<file path="src/rtl/frame_buf_sched_if.sv">
// frame_buf_sched_if: writer/reader handshakes and frame-memory port bundle
// for frame_buf_sched; master is the pixel/display side, slave the scheduler.
interface frame_buf_sched_if #(
    parameter int DATA_WIDTH = 32,
    parameter int ADDR_WIDTH = 3
);
    logic                  wr_req_n;
    logic [DATA_WIDTH-1:0] wr_data;
    logic                  wr_rdy;
    logic                  rd_req_n;
    logic                  rd_rdy;
    logic                  mem_wr_en_n;
    logic [ADDR_WIDTH:0]   mem_wr_addr;
    logic [DATA_WIDTH-1:0] mem_wr_data;
    logic                  mem_rd_en_n;
    logic [ADDR_WIDTH:0]   mem_rd_addr;
    logic                  wr_frame_done;
    logic                  rd_frame_done;
    logic                  rd_repeat;
    logic [1:0]            full;

    modport master (
        output wr_req_n, wr_data, rd_req_n,
        input  wr_rdy, rd_rdy, mem_wr_en_n, mem_wr_addr, mem_wr_data, mem_rd_en_n,
        input  mem_rd_addr, wr_frame_done, rd_frame_done, rd_repeat, full
    );

    modport slave (
        input  wr_req_n, wr_data, rd_req_n,
        output wr_rdy, rd_rdy, mem_wr_en_n, mem_wr_addr, mem_wr_data, mem_rd_en_n,
        output mem_rd_addr, wr_frame_done, rd_frame_done, rd_repeat, full
    );
endinterface

</file>
<file path="src/rtl/frame_buf_sched.sv">
// frame_buf_sched: ping-pong scheduler sharing a 2-bank frame memory between a
// pixel writer and a display reader that repeats the last frame when starved.
module frame_buf_sched #(
    parameter int DATA_WIDTH = 32,
    parameter int ADDR_WIDTH = 3,
    parameter int FRAME_LEN  = 1 << ADDR_WIDTH
) (
    input  logic             clk,
    input  logic             reset,
    frame_buf_sched_if.slave bus
);
    typedef enum logic {W_FILL, W_WAIT} w_state_t;
    typedef enum logic {R_IDLE, R_READ} r_state_t;

    localparam logic [ADDR_WIDTH-1:0] LAST = ADDR_WIDTH'(FRAME_LEN - 1);

    w_state_t              w_state, w_next;
    r_state_t              r_state, r_next;
    logic [1:0]            full, full_n;
    logic                  wr_bank, wr_bank_n, rd_bank, rd_bank_n;
    logic [ADDR_WIDTH-1:0] wr_addr, wr_addr_n, rd_addr, rd_addr_n;
    logic                  wr_en_n, rd_en_n, wr_done, rd_done, rd_rep;
    logic [ADDR_WIDTH:0]   wr_maddr, rd_maddr;
    logic [DATA_WIDTH-1:0] wr_mdata;
    logic                  wa, ra, w_last, r_last, nb, rel;

    assign wa     = !bus.wr_req_n && w_state == W_FILL;
    assign ra     = !bus.rd_req_n && r_state == R_READ;
    assign w_last = wa && wr_addr == LAST;
    assign r_last = ra && rd_addr == LAST;
    assign nb     = ~wr_bank;
    // reader leaves its bank if the other one holds a frame or completes one this edge
    assign rel    = r_last && (full[~rd_bank] || (w_last && wr_bank != rd_bank));

    always_comb begin
        w_next    = w_state;
        r_next    = r_state;
        full_n    = full;
        wr_bank_n = wr_bank;
        rd_bank_n = rd_bank;
        wr_addr_n = wa ? (w_last ? '0 : wr_addr + 1'b1) : wr_addr;
        rd_addr_n = ra ? (r_last ? '0 : rd_addr + 1'b1) : rd_addr;
        if (w_last) begin
            full_n[wr_bank] = 1'b1;
            if (r_state == R_READ && rd_bank == nb && !rel)
                w_next = W_WAIT;
            else
                wr_bank_n = nb;
        end
        if (w_state == W_WAIT && rel && rd_bank == nb) begin
            w_next    = W_FILL;
            wr_bank_n = nb;
        end
        if (r_state == R_IDLE && |full) begin
            r_next    = R_READ;
            rd_bank_n = ~full[0];
            rd_addr_n = '0;
        end
        if (rel) begin
            full_n[rd_bank] = 1'b0;
            rd_bank_n       = ~rd_bank;
        end
    end

    always_ff @(posedge clk or posedge reset) begin
        if (reset) begin
            w_state  <= W_FILL;
            r_state  <= R_IDLE;
            full     <= '0;
            wr_bank  <= 1'b0;
            rd_bank  <= 1'b0;
            wr_addr  <= '0;
            rd_addr  <= '0;
            wr_en_n  <= 1'b1;
            rd_en_n  <= 1'b1;
            wr_maddr <= '0;
            rd_maddr <= '0;
            wr_mdata <= '0;
            wr_done  <= 1'b0;
            rd_done  <= 1'b0;
            rd_rep   <= 1'b0;
        end else begin
            w_state  <= w_next;
            r_state  <= r_next;
            full     <= full_n;
            wr_bank  <= wr_bank_n;
            rd_bank  <= rd_bank_n;
            wr_addr  <= wr_addr_n;
            rd_addr  <= rd_addr_n;
            wr_en_n  <= !wa;
            rd_en_n  <= !ra;
            wr_maddr <= wa ? {wr_bank, wr_addr} : wr_maddr;
            rd_maddr <= ra ? {rd_bank, rd_addr} : rd_maddr;
            wr_mdata <= wa ? bus.wr_data : wr_mdata;
            wr_done  <= w_last;
            rd_done  <= r_last;
            rd_rep   <= r_last && !rel;
        end
    end

    assign bus.wr_rdy        = w_state == W_FILL;
    assign bus.rd_rdy        = r_state == R_READ;
    assign bus.mem_wr_en_n   = wr_en_n;
    assign bus.mem_wr_addr   = wr_maddr;
    assign bus.mem_wr_data   = wr_mdata;
    assign bus.mem_rd_en_n   = rd_en_n;
    assign bus.mem_rd_addr   = rd_maddr;
    assign bus.wr_frame_done = wr_done;
    assign bus.rd_frame_done = rd_done;
    assign bus.rd_repeat     = rd_rep;
    assign bus.full          = full;
endmodule
</file>
<file path="src/flat_wrapper.sv">
// flat-port wrapper written by rule: the top's interface ports become plain ports
module frame_buf_sched_flat 
#(
    parameter int DATA_WIDTH = 32,
    parameter int ADDR_WIDTH = 3,
    parameter int FRAME_LEN  = 1 << ADDR_WIDTH
)
  (clk, reset, bus_wr_req_n, bus_wr_data, bus_rd_req_n, bus_wr_rdy, bus_rd_rdy, bus_mem_wr_en_n, bus_mem_wr_addr, bus_mem_wr_data, bus_mem_rd_en_n, bus_mem_rd_addr, bus_wr_frame_done, bus_rd_frame_done, bus_rd_repeat, bus_full);
  frame_buf_sched_if #(.DATA_WIDTH(DATA_WIDTH), .ADDR_WIDTH(ADDR_WIDTH)) bus_i ();
  input  logic clk;
  input  logic reset;
  input wire logic [$bits(bus_i.wr_req_n)-1:0] bus_wr_req_n;
  input wire logic [$bits(bus_i.wr_data)-1:0] bus_wr_data;
  input wire logic [$bits(bus_i.rd_req_n)-1:0] bus_rd_req_n;
  output wire logic [$bits(bus_i.wr_rdy)-1:0] bus_wr_rdy;
  output wire logic [$bits(bus_i.rd_rdy)-1:0] bus_rd_rdy;
  output wire logic [$bits(bus_i.mem_wr_en_n)-1:0] bus_mem_wr_en_n;
  output wire logic [$bits(bus_i.mem_wr_addr)-1:0] bus_mem_wr_addr;
  output wire logic [$bits(bus_i.mem_wr_data)-1:0] bus_mem_wr_data;
  output wire logic [$bits(bus_i.mem_rd_en_n)-1:0] bus_mem_rd_en_n;
  output wire logic [$bits(bus_i.mem_rd_addr)-1:0] bus_mem_rd_addr;
  output wire logic [$bits(bus_i.wr_frame_done)-1:0] bus_wr_frame_done;
  output wire logic [$bits(bus_i.rd_frame_done)-1:0] bus_rd_frame_done;
  output wire logic [$bits(bus_i.rd_repeat)-1:0] bus_rd_repeat;
  output wire logic [$bits(bus_i.full)-1:0] bus_full;
  assign bus_i.wr_req_n = bus_wr_req_n;
  assign bus_i.wr_data = bus_wr_data;
  assign bus_i.rd_req_n = bus_rd_req_n;
  assign bus_wr_rdy = bus_i.wr_rdy;
  assign bus_rd_rdy = bus_i.rd_rdy;
  assign bus_mem_wr_en_n = bus_i.mem_wr_en_n;
  assign bus_mem_wr_addr = bus_i.mem_wr_addr;
  assign bus_mem_wr_data = bus_i.mem_wr_data;
  assign bus_mem_rd_en_n = bus_i.mem_rd_en_n;
  assign bus_mem_rd_addr = bus_i.mem_rd_addr;
  assign bus_wr_frame_done = bus_i.wr_frame_done;
  assign bus_rd_frame_done = bus_i.rd_frame_done;
  assign bus_rd_repeat = bus_i.rd_repeat;
  assign bus_full = bus_i.full;
  frame_buf_sched #(.DATA_WIDTH(DATA_WIDTH), .ADDR_WIDTH(ADDR_WIDTH), .FRAME_LEN(FRAME_LEN)) u_core (.clk(clk), .reset(reset), .bus(bus_i));
endmodule
</file>
<file path="config.mk">
export PLATFORM = sky130hd
export DESIGN_NAME = frame_buf_sched_flat
export DESIGN_NICKNAME = d
export VERILOG_FILES = /design/src/rtl/frame_buf_sched_if.sv /design/src/rtl/frame_buf_sched.sv /design/src/flat_wrapper.sv
export SDC_FILE = /design/constraint.sdc
export NUM_CORES = 1
export LEC_CHECK = 0
export ABC_AREA = 1
export CAP_MARGIN = 20
export CORE_MARGIN = 5
export CORE_UTILIZATION = 39
export CTS_CLUSTER_SIZE = 24
export DETAILED_ROUTE_END_ITERATION = 8
export PLACE_DENSITY = 0.81
export SYNTH_ARGS = -nofsm -noshare
export SYNTH_HDL_FRONTEND = slang
export SYNTH_SLANG_ARGS = --single-unit
</file>
<file path="constraint.sdc">
create_clock -name clk -period 1.89 [get_ports clk]
set_input_delay 0.4725 -clock clk [delete_from_list [all_inputs] [get_ports clk]]
set_output_delay 0.4725 -clock clk [all_outputs]
set_load 0.03 [all_outputs]
</file>
==> run summary, run 1 <==
SETUP PATH
--------------------------------------------------------------------------------------------------------
Worst Path Class, Setup                                                                     flip-flop to output port
Top delay family on crit path                                                               buffers and inverters
Capturing point of the worst reg2reg path                                                   u_core.wr_bank
Slowest-stage cell, CP                                                                      sky130_fd_sc_hd__clkdlybuf4s50_1
Critical register-to-register path startpoint                                               u_core.rd_addr[0]
Crit path largest cell delay                                                                      680 ps
Startpoint types                                                                               flip-flop
Cell depth of the worst flop-to-flop path                                                              8
Crit path required time                                                                          1420 ps
Combined buffer and inverter count along the critical path                                             1
Worst R2R Setup Slack                                                                             380 ps
Crit-path cells                                                                             clkdlybuf4s50_1
Data arrival time at the worst-slack endpoint                                                    1360 ps
Critical-path maximum fanout                                                                           2
Sort of element at the end of the critical path                                              output port

GLOBAL ROUTE
--------------------------------------------------------------------------------------------------------
Pin count of the biggest net entering global routing                                                  58
Overall Global Routing Usage                                                                       15.8%
Global-route wire length before repair                                                           9.27 mm
Antenna violations before repair                                                                       0
Number of global-route vias before repair                                                           1967
Overflow left after global routing                                                                     0

DIE
--------------------------------------------------------------------------------------------------------
Count of pins on the block boundary                                                                   85
Total number of placement rows                                                                        27
Starting density of the core                                                                       40.7%
DIE AREA                                                                                       7450 um^2
Width of the die                                                                                 86.3 um
Overall die height                                                                               86.3 um
Standard cell core area                                                                        5570 um^2

STA
--------------------------------------------------------------------------------------------------------
Final setup margin                                                                               53.5 ps
Worst slack on hold paths                                                                         467 ps
Transition time at the pin with the least slew margin                                             562 ps
Maximum clock rate                                                                             0.545 GHz
Max-slew violation count                                                                               0
Clock tree skew after final layout                                                               4.85 ps
Slew HR                                                                                            62.1%
Final-report setup violation count                                                                     0
Shortest clock period the worst path allows after layout                                         1840 ps
Endpoints failing hold                                                                                 0
Final period utilization                                                                           97.2%
Unrepaired setup endpoints after global routing                                                    false
Sum of negative setup slack                                                                         0 ps

FINAL LAYOUT
--------------------------------------------------------------------------------------------------------
Area used by multi-input combinational logic                                                    731 um^2
Most common cell after layout, fill and taps aside                                          sky130_fd_sc_hd__nand2_1
Share of final-layout standard cells stronger than drive strength 1                                9.94%
Area grow syn2layout                                                                               51.0%
Count of inserted antenna diode cells                                                                  0
Design area                                                                                    3430 um^2
Count of filler cells inserted in the layout                                                         468
Post-route insts no fill                                                                             414
Commonest cells after routing, fill and taps aside                                          sky130_fd_sc_hd__nand2_1, sky130_fd_sc_hd__clkdlybuf4s50_1, sky130_fd_sc_hd__dfrtp_1, sky130_fd_sc_hd__clkbuf_8, sky130_fd_sc_hd__inv_1
Reg area                                                                                       1430 um^2
Nets                                                                                                 377

ROUTE
--------------------------------------------------------------------------------------------------------
Post-detailed-route wirelength per cell                                                          13.2 um
Antenna Violating Nets Remaining                                                                       0
Total Wirelength                                                                                 5.46 mm
Highest routing layer actually used                                                                 met4
Routed via count divided by cell count                                                              4.59
Met3 wire length                                                                                  429 um
Wire length on met2                                                                              2.68 mm
DRC viols                                                                                              0
Violation count after the first detailed-routing iteration                                            81
Total routed wire length on the met1 layer                                                       2.30 mm
Via Count                                                                                           1900
Count of TritonRoute iterations in the first routing pass                                              4

POWER AND IR DROP
--------------------------------------------------------------------------------------------------------
Power Density                                                                                792 nW/um^2
Maximum VDD drop                                                                                0.588 mV
Leakage dissipation                                                                              1.77 nW

CLOCKING
--------------------------------------------------------------------------------------------------------
Num Clock Sinks                                                                                       57
Clock tree root driver cell                                                                 sky130_fd_sc_hd__clkbuf_8
CTS tree                                                                                            done
Post-CTS clock slew at the launch and capture registers of the worst setup and hold paths          60 ps
Number of buffers on the longest clock path                                                            2
Number of clock buffers inserted by TritonCTS                                                          9
Clk Latency, worst-skew pair                                                                      320 ps
Htree depth                                                                                            3

PLACED DESIGN
--------------------------------------------------------------------------------------------------------
Final RePlAce weighted congestion                                                                  0.855
Setup slack after placement                                                                       205 ps
Final HPWL DP                                                                                    3.89 mm
Post-placement cell count                                                                            398
Count of buffers inserted at the top-level ports                                                      84
DP Area                                                                                        3210 um^2

YOSYS
--------------------------------------------------------------------------------------------------------
Synthesized area divided by synthesized cell count                                             9.19 um^2
Number of flip-flops and latches in the synthesized netlist                                           57
Total of warnings raised by yosys                                                                      0
Sequential share of the synthesized area                                                           63.0%
Instance count of the mapped netlist                                                                 247
Post-synth cell types                                                                                 24
Syn nets                                                                                             287
Post-synthesis instance area                                                                   2270 um^2

WORST HOLD PATH
--------------------------------------------------------------------------------------------------------
Launch point of the worst hold path                                                         u_core.bus.mem_wr_data[19]
Number of stages on the worst hold path                                                                2
Hold Crit Endpoint                                                                          u_core.bus.mem_wr_data[19]
Worst Hold Class                                                                            flip-flop to flip-flop

RUN
--------------------------------------------------------------------------------------------------------
Max-Cap Viols                                                                                          0

STATUS
--------------------------------------------------------------------------------------------------------
Outcome                                                                                        completed

[per-layer routing]
layer | GRT usage [%] | up-vias
li1 | - | 948
met4 | 6.94 | 0
met2 | 26.5 | 58
met5 | 0 | -
met1 | 19.2 | 888
met3 | 3.99 | 6
[cell families after synthesis]
group | count (synthesis) | synth area share, %
multiplexers | 1 | 0.496
buffers and inverters | 26 | 4.85
adder cells (fa/ha/maj) | 4 | 2.21
AND/OR/NAND/NOR | 138 | 24.4
AO/OA/AOI/OAI | 21 | 5.07
flip-flops | 57 | 63.0
[worst max path at each step]
stage,endpoint,startpoint,slack (ps),cells past startpoint
3_5_place_dp,u_core.wr_bank,bus_wr_req_n,200,9
5_1_grt,bus_mem_rd_addr[3],u_core.bus.mem_rd_addr[3],0.8,1
4_1_cts,bus_full[0],u_core.bus.full[0],7,1
6_report,bus_mem_wr_data[11],u_core.bus.mem_wr_data[11],50,1
3_3_place_gp,u_core.wr_addr[2],bus_wr_req_n,240,5
2_1_floorplan,u_core.bus.full[0],reset,20,1
[where the power goes]
| group | switching [mW] | internal, mW | leakage (nW) |
|---|---|---|---|
| Combinational | 0.139 | 0.139 | 0.922 |
| Clock | 0.444 | 0.716 | 0.107 |
| Sequential | 0.0203 | 1.26 | 0.745 |
| Total | 0.604 | 2.11 | 1.77 |
[cells in the mapped netlist]
master                     count  area share, %
sky130_fd_sc_hd__dfrtp_1      55             61
sky130_fd_sc_hd__nand2_4       1           0.50
sky130_fd_sc_hd__mux2_2        1           0.50
sky130_fd_sc_hd__buf_4         1           0.33
sky130_fd_sc_hd__o21ai_1       5            1.1
sky130_fd_sc_hd__o21ai_0       7            1.5
sky130_fd_sc_hd__o22ai_1       1           0.28
sky130_fd_sc_hd__dfstp_2       2            2.3
sky130_fd_sc_hd__nand4_1       1           0.28
sky130_fd_sc_hd__nor2_2        1           0.28
sky130_fd_sc_hd__clkbuf_1      2           0.33
sky130_fd_sc_hd__a31o_2        1           0.39
sky130_fd_sc_hd__nand2_2       3           0.83
sky130_fd_sc_hd__inv_2         4           0.66
sky130_fd_sc_hd__nor2_1        2           0.33
sky130_fd_sc_hd__inv_1        12            2.0
sky130_fd_sc_hd__nand3_1       8            1.8
sky130_fd_sc_hd__o31ai_1       1           0.33
sky130_fd_sc_hd__ha_1          4            2.2
sky130_fd_sc_hd__nand2_1     121             20
sky130_fd_sc_hd__a21oi_1       4           0.88
sky130_fd_sc_hd__nand3_2       1           0.44
sky130_fd_sc_hd__buf_2         7            1.5
sky130_fd_sc_hd__a31oi_1       2           0.55
[state kept, by name (all words and copies together), names as in the netlist, 2 cells and up]
signal / count
u_core.bus.mem_rd_addr: 4
u_core.bus.mem_wr_data: 32
u_core.rd_addr: 3
u_core.bus.full: 2
u_core.bus.mem_wr_addr: 4
u_core.wr_addr: 3
[stage by stage]
step	power, mW	utilization, %
3_3_place_gp	1.58	57.6
6_report	2.72	61.5
2_1_floorplan	1.42	-
5_1_grt	2.83	61.5
4_1_cts	2.75	61.3
3_5_place_dp	1.58	57.6
[area by class of cell]
type,count,share of cell area [%]
flip-flops and latches,57,41.7
repair buffers,89,26.6
multi-input cells,164,21.3
clock buffers,14,5.04
well taps,72,2.63
inverters,16,1.75
clock inverters,2,1.02
[what timing repair did]
action                                  in CTS  in global routing
resized for setup                            4                  5
gates cloned                                 0                  0
endpoints found under the setup margin       4                  5
buffers inserted                             0                  0
hold buffers                                 0                  0
[worst min-delay path: stages, from the launching register on]
cell and delay [ps]:
sky130_fd_sc_hd__dfrtp_1 340, sky130_fd_sc_hd__nand2_1 50, sky130_fd_sc_hd__nand2_1 50
Power figures use the tool's default switching activity.
==> inputs of run 2 (changes only) <==
--- a/config.mk
+++ b/config.mk
@@ -12,6 +12,7 @@
 export CTS_CLUSTER_SIZE = 24
 export DETAILED_ROUTE_END_ITERATION = 8
 export PLACE_DENSITY = 0.81
+export SKIP_CTS_REPAIR_TIMING = 1
 export SYNTH_ARGS = -nofsm -noshare
 export SYNTH_HDL_FRONTEND = slang
 export SYNTH_SLANG_ARGS = --single-unit
==> run 2 against run 1 <==
  * Maximum frequency is essentially flat
  * Clock power is essentially flat
  * Clock-buffer cell count is the same
  * Critical path type unchanged
  * Largest cell class unchanged
==> run summary, run 2 (same netlist as run 1, synthesis figures left out) <==
STATUS
--------------------------------------------------------------------------------------------------------
Outcome                                                                                        completed

SETUP PATH
--------------------------------------------------------------------------------------------------------
Critical-path maximum fanout                                                                           2
Crit path required time                                                                          1420 ps
Top delay family on crit path                                                               buffers and inverters
Slowest-stage cell, CP                                                                      sky130_fd_sc_hd__clkdlybuf4s50_1
Crit-path cells                                                                             clkdlybuf4s50_1
Combined buffer and inverter count along the critical path                                             1
Startpoint types                                                                               flip-flop
Sort of element at the end of the critical path                                              output port
Data arrival time at the worst-slack endpoint                                                    1360 ps
Crit path largest cell delay                                                                      680 ps
Worst Path Class, Setup                                                                     flip-flop to output port

STA
--------------------------------------------------------------------------------------------------------
Worst slack on hold paths                                                                         467 ps
Unrepaired setup endpoints after global routing                                                    false
Final setup margin                                                                               53.4 ps
Slew HR                                                                                            59.6%
Final-report setup violation count                                                                     0
Maximum clock rate                                                                             0.544 GHz
Clock tree skew after final layout                                                               4.83 ps
Transition time at the pin with the least slew margin                                             599 ps
Final period utilization                                                                           97.2%
Endpoints failing hold                                                                                 0
Max-slew violation count                                                                               0
Shortest clock period the worst path allows after layout                                         1840 ps

POWER AND IR DROP
--------------------------------------------------------------------------------------------------------
Maximum VDD drop                                                                                0.588 mV
Clock group share of total power                                                                   42.7%
Logic gate share of total power                                                                    10.2%
Switching part of the total                                                                        22.2%
Power Density                                                                                789 nW/um^2
Leakage dissipation                                                                              1.81 nW
Int Pwr                                                                                          2.11 mW
Flop pwr share                                                                                     47.1%
Overall power                                                                                    2.72 mW
Switching component of the power                                                                  604 uW

FINAL LAYOUT
--------------------------------------------------------------------------------------------------------
Area grow syn2layout                                                                               51.7%
Number of flip-flops under the largest register name                                                  32
Commonest cells after routing, fill and taps aside                                          sky130_fd_sc_hd__nand2_1, sky130_fd_sc_hd__clkdlybuf4s50_1, sky130_fd_sc_hd__dfrtp_1, sky130_fd_sc_hd__clkbuf_8, sky130_fd_sc_hd__inv_1
Area used by multi-input combinational logic                                                    731 um^2
Share of final-layout standard cells stronger than drive strength 1                                9.94%
Design area                                                                                    3440 um^2
Most common cell after layout, fill and taps aside                                          sky130_fd_sc_hd__nand2_1
Post-route insts no fill                                                                             414
Count of inserted antenna diode cells                                                                  0
Count of filler cells inserted in the layout                                                         462
Reg area                                                                                       1430 um^2
Nets                                                                                                 377

ROUTE
--------------------------------------------------------------------------------------------------------
DRC viols                                                                                              0
Routed via count divided by cell count                                                              4.59
Violation count after the first detailed-routing iteration                                            81
Count of TritonRoute iterations in the first routing pass                                              4
Antenna Violating Nets Remaining                                                                       0
Post-detailed-route wirelength per cell                                                          13.2 um
Total Wirelength                                                                                 5.46 mm
Via Count                                                                                           1900

GLOBAL ROUTE
--------------------------------------------------------------------------------------------------------
Most Crowded Layer GR                                                                               met2
Number of global-route vias before repair                                                           1967
Pin count of the biggest net entering global routing                                                  58
Overflow left after global routing                                                                     0
Met1 track demand over resource                                                                    19.2%
GR Layer Usage met3                                                                                3.99%
Overall Global Routing Usage                                                                       15.8%
Antenna violations before repair                                                                       0
Global-route wire length before repair                                                           9.27 mm
Routing usage on met2                                                                              26.5%

DIE
--------------------------------------------------------------------------------------------------------
Total number of placement rows                                                                        27
Count of pins on the block boundary                                                                   85
Width of the die                                                                                 86.3 um
Standard cell core area                                                                        5570 um^2
Overall die height                                                                               86.3 um
DIE AREA                                                                                       7450 um^2
Starting density of the core                                                                       40.7%

PLACED DESIGN
--------------------------------------------------------------------------------------------------------
Setup slack after placement                                                                       205 ps
Final RePlAce weighted congestion                                                                  0.855
Final HPWL DP                                                                                    3.89 mm
Count of buffers inserted at the top-level ports                                                      84
DP Area                                                                                        3210 um^2
Post-placement cell count                                                                            398

CLOCKING
--------------------------------------------------------------------------------------------------------
Number of clock buffers inserted by TritonCTS                                                          9
CTS tree                                                                                            done
Number of buffers on the longest clock path                                                            2
Clk Latency, worst-skew pair                                                                      320 ps
Num Clock Sinks                                                                                       57
Htree depth                                                                                            3
Clock tree root driver cell                                                                 sky130_fd_sc_hd__clkbuf_8
Post-CTS clock slew at the launch and capture registers of the worst setup and hold paths          60 ps

WORST HOLD PATH
--------------------------------------------------------------------------------------------------------
Worst Hold Class                                                                            flip-flop to flip-flop

RUN
--------------------------------------------------------------------------------------------------------
Max-Cap Viols                                                                                          0

## run 2: worst paths after layout
check	cells after the start	startpoint	slack (ps)	end
setup / recovery	1	u_core.bus.mem_wr_data[11]	50	bus_mem_wr_data[11]
hold / removal	2	u_core.bus.mem_wr_data[19]	470	u_core.bus.mem_wr_data[19]
setup reg to reg	8	u_core.rd_addr[0]	370	u_core.wr_bank
hold reg to reg	2	u_core.bus.mem_wr_data[19]	470	u_core.bus.mem_wr_data[19]
max in group asynchronous	3	reset	1070	u_core.bus.mem_wr_en_n
min in group asynchronous	3	reset	530	u_core.bus.mem_wr_data[10]
## run 2: routing by layer
layer	share of wire (%)	vias to the layer above
met5	0	-
met4	0.88	0
met3	7.5	6
met2	49	56
met1	42	890
li1	-	948
## run 2: cell type report
cell class	count	share of cell area, %
sequential	57	41.5
timing repair buffer	89	26.9
multi-input combinational	164	21.2
clock buffer	14	5.01
tap	72	2.62
inverter	16	1.74
clock inverter	2	1.02
## run 2: power groups by stage
stage / registers (mW) / clock network (mW) / logic, mW
after floorplan: 1.37 / 0 / 0.0467
after global placement: 1.30 / 0 / 0.280
after detailed placement: 1.30 / 0 / 0.284
after CTS: 1.28 / 1.19 / 0.285
after global routing: 1.28 / 1.25 / 0.301
final: 1.28 / 1.16 / 0.278
## run 2: metrics by stage
| stage | util, % | TNS, ps |
|---|---|---|
| 3_3_place_gp | 57.6 | 0 |
| 3_5_place_dp | 57.6 | 0 |
| 2_1_floorplan | - | 0 |
| 4_1_cts | 61.4 | -296 |
| 6_report | 61.8 | 0 |
| 5_1_grt | 61.8 | 0 |
